**src/rtl/alu_issue_queue.sv**
```systemverilog
// ============================================================================
// Module  : alu_issue_queue
// Purpose : Collapsing, age-ordered issue queue feeding one ALU pipeline.
// Rev     : 1.0  initial release
// ============================================================================
`default_nettype none

module alu_issue_queue #(
  parameter int IQ_ENTRIES         = 8,
  parameter int PRF_BANK_COUNT     = 4,
  parameter int LOG_PRF_BANK_COUNT = 2,
  parameter int LOG_PR_COUNT       = 7,
  parameter int LOG_ROB_ENTRIES    = 6
) (
  input  logic                                     CLK,
  input  logic                                     RST,
  input  logic                                     dispatch_valid_in,
  output logic                                     dispatch_ready_out,
  input  logic [3:0]                               dispatch_op_in,
  input  logic                                     dispatch_is_imm_in,
  input  logic [31:0]                              dispatch_imm_in,
  input  logic                                     dispatch_A_unneeded_in,
  input  logic [LOG_PR_COUNT-1:0]                  dispatch_A_PR_in,
  input  logic                                     dispatch_A_ready_in,
  input  logic [LOG_PR_COUNT-1:0]                  dispatch_B_PR_in,
  input  logic                                     dispatch_B_ready_in,
  input  logic [LOG_PR_COUNT-1:0]                  dispatch_dest_PR_in,
  input  logic [LOG_ROB_ENTRIES-1:0]               dispatch_ROB_index_in,
  input  logic [PRF_BANK_COUNT-1:0]                wakeup_valid_by_bank_in,
  input  logic [PRF_BANK_COUNT*LOG_PR_COUNT-1:0]   wakeup_PR_by_bank_in,
  input  logic                                     issue_ready_in,
  output logic                                     issue_valid_out,
  output logic [3:0]                               issue_op_out,
  output logic                                     issue_is_imm_out,
  output logic [31:0]                              issue_imm_out,
  output logic                                     issue_A_unneeded_out,
  output logic                                     issue_A_forward_out,
  output logic [LOG_PRF_BANK_COUNT-1:0]            issue_A_bank_out,
  output logic                                     issue_B_forward_out,
  output logic [LOG_PRF_BANK_COUNT-1:0]            issue_B_bank_out,
  output logic [LOG_PR_COUNT-1:0]                  issue_dest_PR_out,
  output logic [LOG_ROB_ENTRIES-1:0]               issue_ROB_index_out,
  output logic                                     PRF_A_req_valid_out,
  output logic [LOG_PR_COUNT-1:0]                  PRF_A_req_PR_out,
  output logic                                     PRF_B_req_valid_out,
  output logic [LOG_PR_COUNT-1:0]                  PRF_B_req_PR_out
);

  localparam int IDXW = $clog2(IQ_ENTRIES);
  localparam int CW   = IDXW + 1;
  localparam int LB   = LOG_PRF_BANK_COUNT;

  typedef struct packed {
    logic [3:0]                 op;
    logic                       is_imm;
    logic [31:0]                imm;
    logic                       a_un;
    logic [LOG_PR_COUNT-1:0]    a_pr;
    logic                       a_rdy;
    logic [LOG_PR_COUNT-1:0]    b_pr;
    logic                       b_rdy;
    logic [LOG_PR_COUNT-1:0]    dest;
    logic [LOG_ROB_ENTRIES-1:0] rob;
  } entry_t;

  entry_t                  r_q [IQ_ENTRIES];
  logic [CW-1:0]           r_count;

  logic [LOG_PR_COUNT-1:0] w_wk_pr [PRF_BANK_COUNT];
  entry_t                  w_upd   [IQ_ENTRIES];
  entry_t                  w_nxt   [IQ_ENTRIES];
  logic [IQ_ENTRIES-1:0]   w_a_match;
  logic [IQ_ENTRIES-1:0]   w_b_match;
  logic [IQ_ENTRIES-1:0]   w_cand;
  logic [IDXW-1:0]         w_sel;
  logic                    w_found;
  logic                    w_issue_fire;
  logic                    w_disp_fire;
  logic [IDXW-1:0]         w_dst;
  entry_t                  w_new;
  entry_t                  w_s;

  for (genvar b = 0; b < PRF_BANK_COUNT; b++) begin : g_wk
    assign w_wk_pr[b] = wakeup_PR_by_bank_in[b*LOG_PR_COUNT +: LOG_PR_COUNT];
  end

  // A tag only ever broadcasts on the bank named by its low bits.
  function automatic logic f_match(input logic [LOG_PR_COUNT-1:0] pr);
    logic [LB-1:0] bank;
    bank = pr[LB-1:0];
    return wakeup_valid_by_bank_in[bank] && (w_wk_pr[bank] == pr);
  endfunction

  assign dispatch_ready_out = (r_count < CW'(IQ_ENTRIES));
  assign w_disp_fire        = dispatch_valid_in && dispatch_ready_out;
  assign w_issue_fire       = w_found && issue_ready_in;
  assign w_dst              = r_count[IDXW-1:0] - IDXW'(w_issue_fire);

  always_comb begin
    w_new        = '0;
    w_new.op     = dispatch_op_in;
    w_new.is_imm = dispatch_is_imm_in;
    w_new.imm    = dispatch_imm_in;
    w_new.a_un   = dispatch_A_unneeded_in;
    w_new.a_pr   = dispatch_A_PR_in;
    w_new.a_rdy  = dispatch_A_ready_in | f_match(dispatch_A_PR_in);
    w_new.b_pr   = dispatch_B_PR_in;
    w_new.b_rdy  = dispatch_B_ready_in | f_match(dispatch_B_PR_in);
    w_new.dest   = dispatch_dest_PR_in;
    w_new.rob    = dispatch_ROB_index_in;
  end

  always_comb begin
    w_sel   = '0;
    w_found = 1'b0;
    for (int i = 0; i < IQ_ENTRIES; i++) begin
      w_a_match[i]    = f_match(r_q[i].a_pr);
      w_b_match[i]    = f_match(r_q[i].b_pr);
      w_cand[i]       = (CW'(i) < r_count)
                        && (r_q[i].a_un   || r_q[i].a_rdy || w_a_match[i])
                        && (r_q[i].is_imm || r_q[i].b_rdy || w_b_match[i]);
      w_upd[i]        = r_q[i];
      w_upd[i].a_rdy  = r_q[i].a_rdy | w_a_match[i];
      w_upd[i].b_rdy  = r_q[i].b_rdy | w_b_match[i];
    end
    // Scan from the top so the oldest candidate is the one that sticks.
    for (int i = IQ_ENTRIES - 1; i >= 0; i--) begin
      if (w_cand[i]) begin
        w_found = 1'b1;
        w_sel   = IDXW'(i);
      end
    end
  end

  always_comb begin
    for (int i = 0; i < IQ_ENTRIES; i++) begin
      if (w_issue_fire && (i >= int'(w_sel)) && (i < IQ_ENTRIES - 1)) begin
        w_nxt[i] = w_upd[(i < IQ_ENTRIES - 1) ? i + 1 : i];
      end else begin
        w_nxt[i] = w_upd[i];
      end
    end
    if (w_disp_fire) begin
      w_nxt[w_dst] = w_new;
    end
  end

  always_ff @(posedge CLK) begin
    if (RST) begin
      r_count <= '0;
    end else begin
      r_count <= r_count + CW'(w_disp_fire) - CW'(w_issue_fire);
    end
  end

  // Slots at or above count are dead, so payload needs no reset.
  always_ff @(posedge CLK) begin
    for (int i = 0; i < IQ_ENTRIES; i++) begin
      r_q[i] <= w_nxt[i];
    end
  end

  assign w_s                  = r_q[w_sel];
  assign issue_valid_out      = w_found;
  assign issue_op_out         = w_s.op;
  assign issue_is_imm_out     = w_s.is_imm;
  assign issue_imm_out        = w_s.imm;
  assign issue_A_unneeded_out = w_s.a_un;
  assign issue_A_forward_out  = !w_s.a_un && !w_s.a_rdy && w_a_match[w_sel];
  assign issue_A_bank_out     = w_s.a_pr[LB-1:0];
  assign issue_B_forward_out  = !w_s.is_imm && !w_s.b_rdy && w_b_match[w_sel];
  assign issue_B_bank_out     = w_s.b_pr[LB-1:0];
  assign issue_dest_PR_out    = w_s.dest;
  assign issue_ROB_index_out  = w_s.rob;
  assign PRF_A_req_valid_out  = w_found && !w_s.a_un && !issue_A_forward_out;
  assign PRF_A_req_PR_out     = w_s.a_pr;
  assign PRF_B_req_valid_out  = w_found && !w_s.is_imm && !issue_B_forward_out;
  assign PRF_B_req_PR_out     = w_s.b_pr;

endmodule

`default_nettype wire

```
**config.mk**
```make
export PLATFORM = sky130hd
export DESIGN_NAME = alu_issue_queue
export DESIGN_NICKNAME = d
export VERILOG_FILES = /design/src/rtl/alu_issue_queue.sv
export SDC_FILE = /design/constraint.sdc
export NUM_CORES = 2
export LEC_CHECK = 0
export CORE_UTILIZATION = 65
export DETAILED_ROUTE_END_ITERATION = 10
export DONT_BUFFER_PORTS = 1
export PLACE_DENSITY = 0.81
export SLEW_MARGIN = 20
export SYNTH_ARGS = -nofsm -noshare
export SYNTH_HDL_FRONTEND = slang
export SYNTH_SLANG_ARGS = --single-unit
```
**constraint.sdc**
```tcl
create_clock -name CLK -period 15.2 [get_ports CLK]
set_input_delay 1.52 -clock CLK [delete_from_list [all_inputs] [get_ports CLK]]
set_output_delay 1.52 -clock CLK [all_outputs]
set_load 0.02 [all_outputs]
```
After elaboration in Yosys (flattened, before gate mapping) --
Memories as Yosys holds them, arrays and structs flattened. Cells that the tools add are included.
Storage, ports and cells: bits in registers 4, bits in latches 0, bits in writable memories 536, ROM bits 0, input port bits 103, output and inout port bits 75, word-level logic and storage cells 326, memories kept 1
Cells by class: add/sub/neg operators 3, $mul 0, div/mod/pow operators 0, order comparisons 55, equal/unequal tests 18, shifts and indexed selects 0, multiplexer cells 121, bitwise logic cells 37, reductions and logical operators 90
Memory list:
- r_q | words 8, width 67, rd ports 9, clocked after Yosys merged registers in 0, write ports 8, line 66 | entry_t r_q [IQ_ENTRIES];
Operator list (number):
- bitwise mux 536 bit | 1
- 2-to-1 mux 536 bit | 1
- 2-to-1 mux 67 bit | 8
- binary-select mux 7 bit (select 2 bit) | 18
- 2-to-1 mux 7 bit | 36
- demux 67 bit (select 3 bit) | 1
- == test 7 bit | 18
- greater-or-equal comparator 3 bit (second input constant) | 18
- < comparator 2 x 3 -> 1 bit (second input constant) | 18
- inverter 2 -> 3 bit | 18
- logical AND 1 bit | 52
- binary-select mux 1 bit (select 2 bit) | 18
- logical OR 1 bit | 32
- 2-to-1 mux 1 bit | 28
- 2-to-1 mux 3 bit | 8
- OR 1 bit | 18
- < comparator 3 x 4 -> 1 bit (first input constant) | 4
- greater-or-equal comparator 3 bit (first input constant) | 3
- < comparator 1 x 4 -> 1 bit (first input constant) | 2
- < comparator 2 x 4 -> 1 bit (first input constant) | 2
- binary-select mux 1 bit (select 3 bit) | 2
- greater-or-equal comparator 1 x 3 -> 1 bit (first input constant) | 2
- greater-or-equal comparator 2 x 3 -> 1 bit (first input constant) | 2
- logical NOT 1 bit | 6
- 8 further kinds | 8

Depth between registers and ports, before layout --
depth in word-level cells 26, mapped depth 20, mapped depth without buffers 16

Worst setup path after synthesis --
No wires, ideal clock.
path type input-to-reg, start point input wakeup_PR_by_bank_in[26], end point register (tool-made name), arrival 6132 ps, data required time 14781 ps, setup slack 8649 ps, stages 16, path through buf_2 mux4_2 xnor2_1 nand4_1 nor3_1 or3_1 and3_1 or4b_1 or2_2 and2_1 ha_1 ha_1 clkbuf_1 nor2_1 nand2_1 inv_1
RTL lines:
- start, declared | line 30 | input logic [PRF_BANK_COUNT*LOG_PR_COUNT-1:0] wakeup_PR_by_bank_in,

Final worst setup path --
start point input wakeup_PR_by_bank_in[14], end point output issue_B_forward_out
Between the ends: longest elaborated chain between the ends 20
RTL lines:
- binary-select mux 7 bit (select 2 bit) | line 91 | return wakeup_valid_by_bank_in[bank] && (w_wk_pr[bank] == pr);
- 2-to-1 mux 7 bit (not written as such) (2 in a row) | line 91
- == test 7 bit | line 91
- logical AND 1 bit | line 91
- logical OR 1 bit | line 120 | && (r_q[i].a_un || r_q[i].a_rdy || w_a_match[i])
- logical AND 1 bit | line 120
- logical AND 1 bit | line 121 | && (r_q[i].is_imm || r_q[i].b_rdy || w_b_match[i]);
- 2-to-1 mux 3 bit (8 in a row) | line 128 | if (w_cand[i]) begin
- memory (8 x 67 bit)
- logical NOT 1 bit | line 171 | assign issue_B_forward_out = !w_s.is_imm && !w_s.b_rdy && w_b_match[w_sel];
- logical AND 1 bit | line 171
- logical AND 1 bit * | line 171
- end, declared | line 39 | output logic issue_B_forward_out,
Every way passes the cells marked *; elsewhere a longest branch is shown, timed or not. The select of a mux whose other input is x is not followed.

==> metrics.cfg <==
[status]
status=completed

[place]
port_buffers=0
gp_congestion=0.9785
hpwlAfterDp_um=54550
place_ws_ns=6.500

[detailed_routing]
wl_per_cell_um=21.78
via_count=28090
wl_um=94820
via_per_inst=6.452
detail-route-antenna-nets=0
route.detailed.drc=0
initialDrtViolationCount=3304
dr.pass1.iters=6

[cells_and_area]
diodes=0
area_delta_synth_final_pct=4.485
nets=3802
drive_above_1_share_pct=7.622
final_core_util_pct=68.69

[global_route]
grt_max_degree=95
antenna_found_initial=0
grt-ovfl-total=0
grt_pass1_wl_um=147600
grtUsageTotal_pct=37.71
grt_pass1_vias=26400

[synthesis]
syn_nets=4069
synth_edf_count=65
ys_ff_latch=540
synthArstFlopShare_pct=0
yosysUniqueCellTypes=79
ys.flop_type=dfxtp_1
avgSynthCellArea_um2=7.916
syn_area_um2=31330
synthCells=3957
synth-warning-count=0
yosysSeqAreaShare_pct=36.59

[setup_path]
slowest_delay_ns=1.00
critPathKind=in -> out
startpoint=wakeup_PR_by_bank_in[14]
slowest_stage=o31ai_1
crit_chain=and3b_1 -> a32oi_1 -> or4_1 -> a211oi_1 -> o311ai_1 -> o211ai_2 -> a31o_4 -> buf_4 -> buf_4 -> mux2i_1 -> mux2i_1 -> o31ai_1
critPathCaptureType=primary output
required_ns=13.68
r2r_start=r_q[2][15]$_DFF_P_
cp-start-kind=input port
crit_buf_inv=2
cp_data_arrival_time_ns=7.36
critical_path.max_fanout=88
path_delay_family=compound AO/OA/AOI/OAI gates

[floorplan]
fp.dieArea_um2=49070
fp.dieW_um=221.5
rows=80
start_util_pct=65.75
coreArea_um2=47650
fp.dieH_um=221.5
num_io_pins=178

[timing]
timing.fmax_mhz=112.6
fin_crit_ns=8.879
tightest_slew_ns=1.214
fin_setup_tns_ns=0
finalHoldViolCount=0
skew_ns=0.03799
rsz0062_at_grt=false
setup_viol=0
final_max_slew_viol_count=0
worst_slack_ns=6.321
fin_crit_sh_pct=58.42
slew_headroom_pct=19.08

[flow_run]
maxCapViolations=0

[clocking]
cts_sinks=540
hold_buffers=0
postCtsSetupBuffers=0
ctsResizeCount=0
clock_latency_ns=0.64
ctsRootBufferMaster=clkbuf_16
htree_levels=2
clockBufferDepth=3
cts_tree=built
cts.clk_slew.worst_paths_ns=0.06
cts_buffers=57

[hold_path]
min_from=r_q[2][10]$_DFF_P_
hold_class=reg -> reg

## cells by family after synthesis
logic type	count (synthesis)	synth area share [%]
xor+xnor	138	3.858
simple gates	1611	20.90
fa+ha+maj	9	0.3835
compound gates	808	15.01
flops	540	36.59
mux	470	17.73
buf+inv	381	5.528
## synth_stat cells, types with 40 or more instances
cell      count  area share [%]
a21oi_1     238             3.8
a21oi_2      40             1.1
a31oi_1      68             1.4
buf_2       133             2.1
clkbuf_1    174             2.1
dfxtp_1     475              30
edfxtp_1     65             6.2
mux2i_1     394              13
mux4_2       67             4.8
nand2_1     700             8.4
nand3_1     138             2.2
nor2_1      677             8.1
o211ai_1     63             1.5
o21ai_0     288             4.6
o21ai_1      52            0.83
xnor2_1      95             2.7
xor2_1       43             1.2
## worst paths after layout
path | endpoint | slack (ns) | cells past startpoint
hold / removal | r_q[1][10]$_DFF_P_ | 0.49 | 2
setup / recovery | issue_B_forward_out | 6.32 | 12
hold reg to reg | r_q[1][10]$_DFF_P_ | 0.49 | 2
setup reg to reg | r_q[0][27]$_DFF_P_ | 8.18 | 16
## layout make-up
class	count	area [µm²]
clock buffers	86	1655
multi-input cells	3036	18270
flip-flops and latches	540	11460
clock inverters	22	230.2
well taps	615	769.5
repair buffers	37	277.8
inverters	18	70.07
fillers	3815	14920
## routing by layer
layer / wire length (µm) / GRT usage [%] / up-vias / part of all wire [%]
met4: 4513 / 19.56 / 0 / 4.8
met1: 36790 / 48.07 / 13130 / 39
met2: 43160 / 60.12 / 1616 / 46
li1: - / - / 13040 / -
met5: 0 / 0 / - / 0
met3: 10360 / 8.402 / 315 / 11
## placed cells by master, fill, tap and decap left out, types with 4 or more instances in the layout
| cell type | count |
|---|---|
| xnor2_1 | 95 |
| clkinv_2 | 11 |
| nand2b_1 | 6 |
| o21ai_1 | 52 |
| o31ai_1 | 7 |
| clkbuf_16 | 57 |
| or2_2 | 8 |
| mux2i_1 | 394 |
| mux4_2 | 67 |
| o21ai_0 | 287 |
| a31oi_1 | 68 |
| clkbuf_1 | 17 |
| o221ai_1 | 5 |
| a21oi_1 | 238 |
| o211ai_1 | 63 |
| ha_1 | 8 |
| nand2_4 | 5 |
| nor3b_1 | 4 |
| clkbuf_8 | 12 |
| nand4_1 | 10 |
| edfxtp_1 | 65 |
| nand2_1 | 694 |
| nor2_1 | 675 |
| nand3b_1 | 5 |
| dfxtp_1 | 475 |
| buf_4 | 37 |
| inv_1 | 16 |
| nor4_1 | 4 |
| and3_1 | 5 |
| a32oi_1 | 4 |
| nor2b_1 | 4 |
| mux2_2 | 9 |
| clkinv_1 | 4 |
| nor3_1 | 13 |
| nand3_1 | 137 |
| xor2_1 | 43 |
| a21oi_2 | 40 |
## tightest hold or removal path: cells and delay by family, from the launching register on
kind / cells / cell delay (ns)
compound gates: 1 / 0.07
flops: 1 / 0.32
simple gates: 1 / 0.05
## stage by stage
| stage | cells | cell area, µm² | hold slack, ns |
|---|---|---|---|
| floorplan | 3957 | 31330 | 0.4616 |
| global placement | 4246 | 30840 | 0.4706 |
| detailed placement | 4246 | 30840 | 0.4774 |
| CTS | 4354 | 32730 | 0.4855 |
| global route | 4354 | 32730 | 0.5075 |
| finish | 4354 | 32730 | 0.4853 |
Power is left out: the tool's default activity adds up to more than one toggle a clock period on the data nets, which glitch-free logic cannot reach.
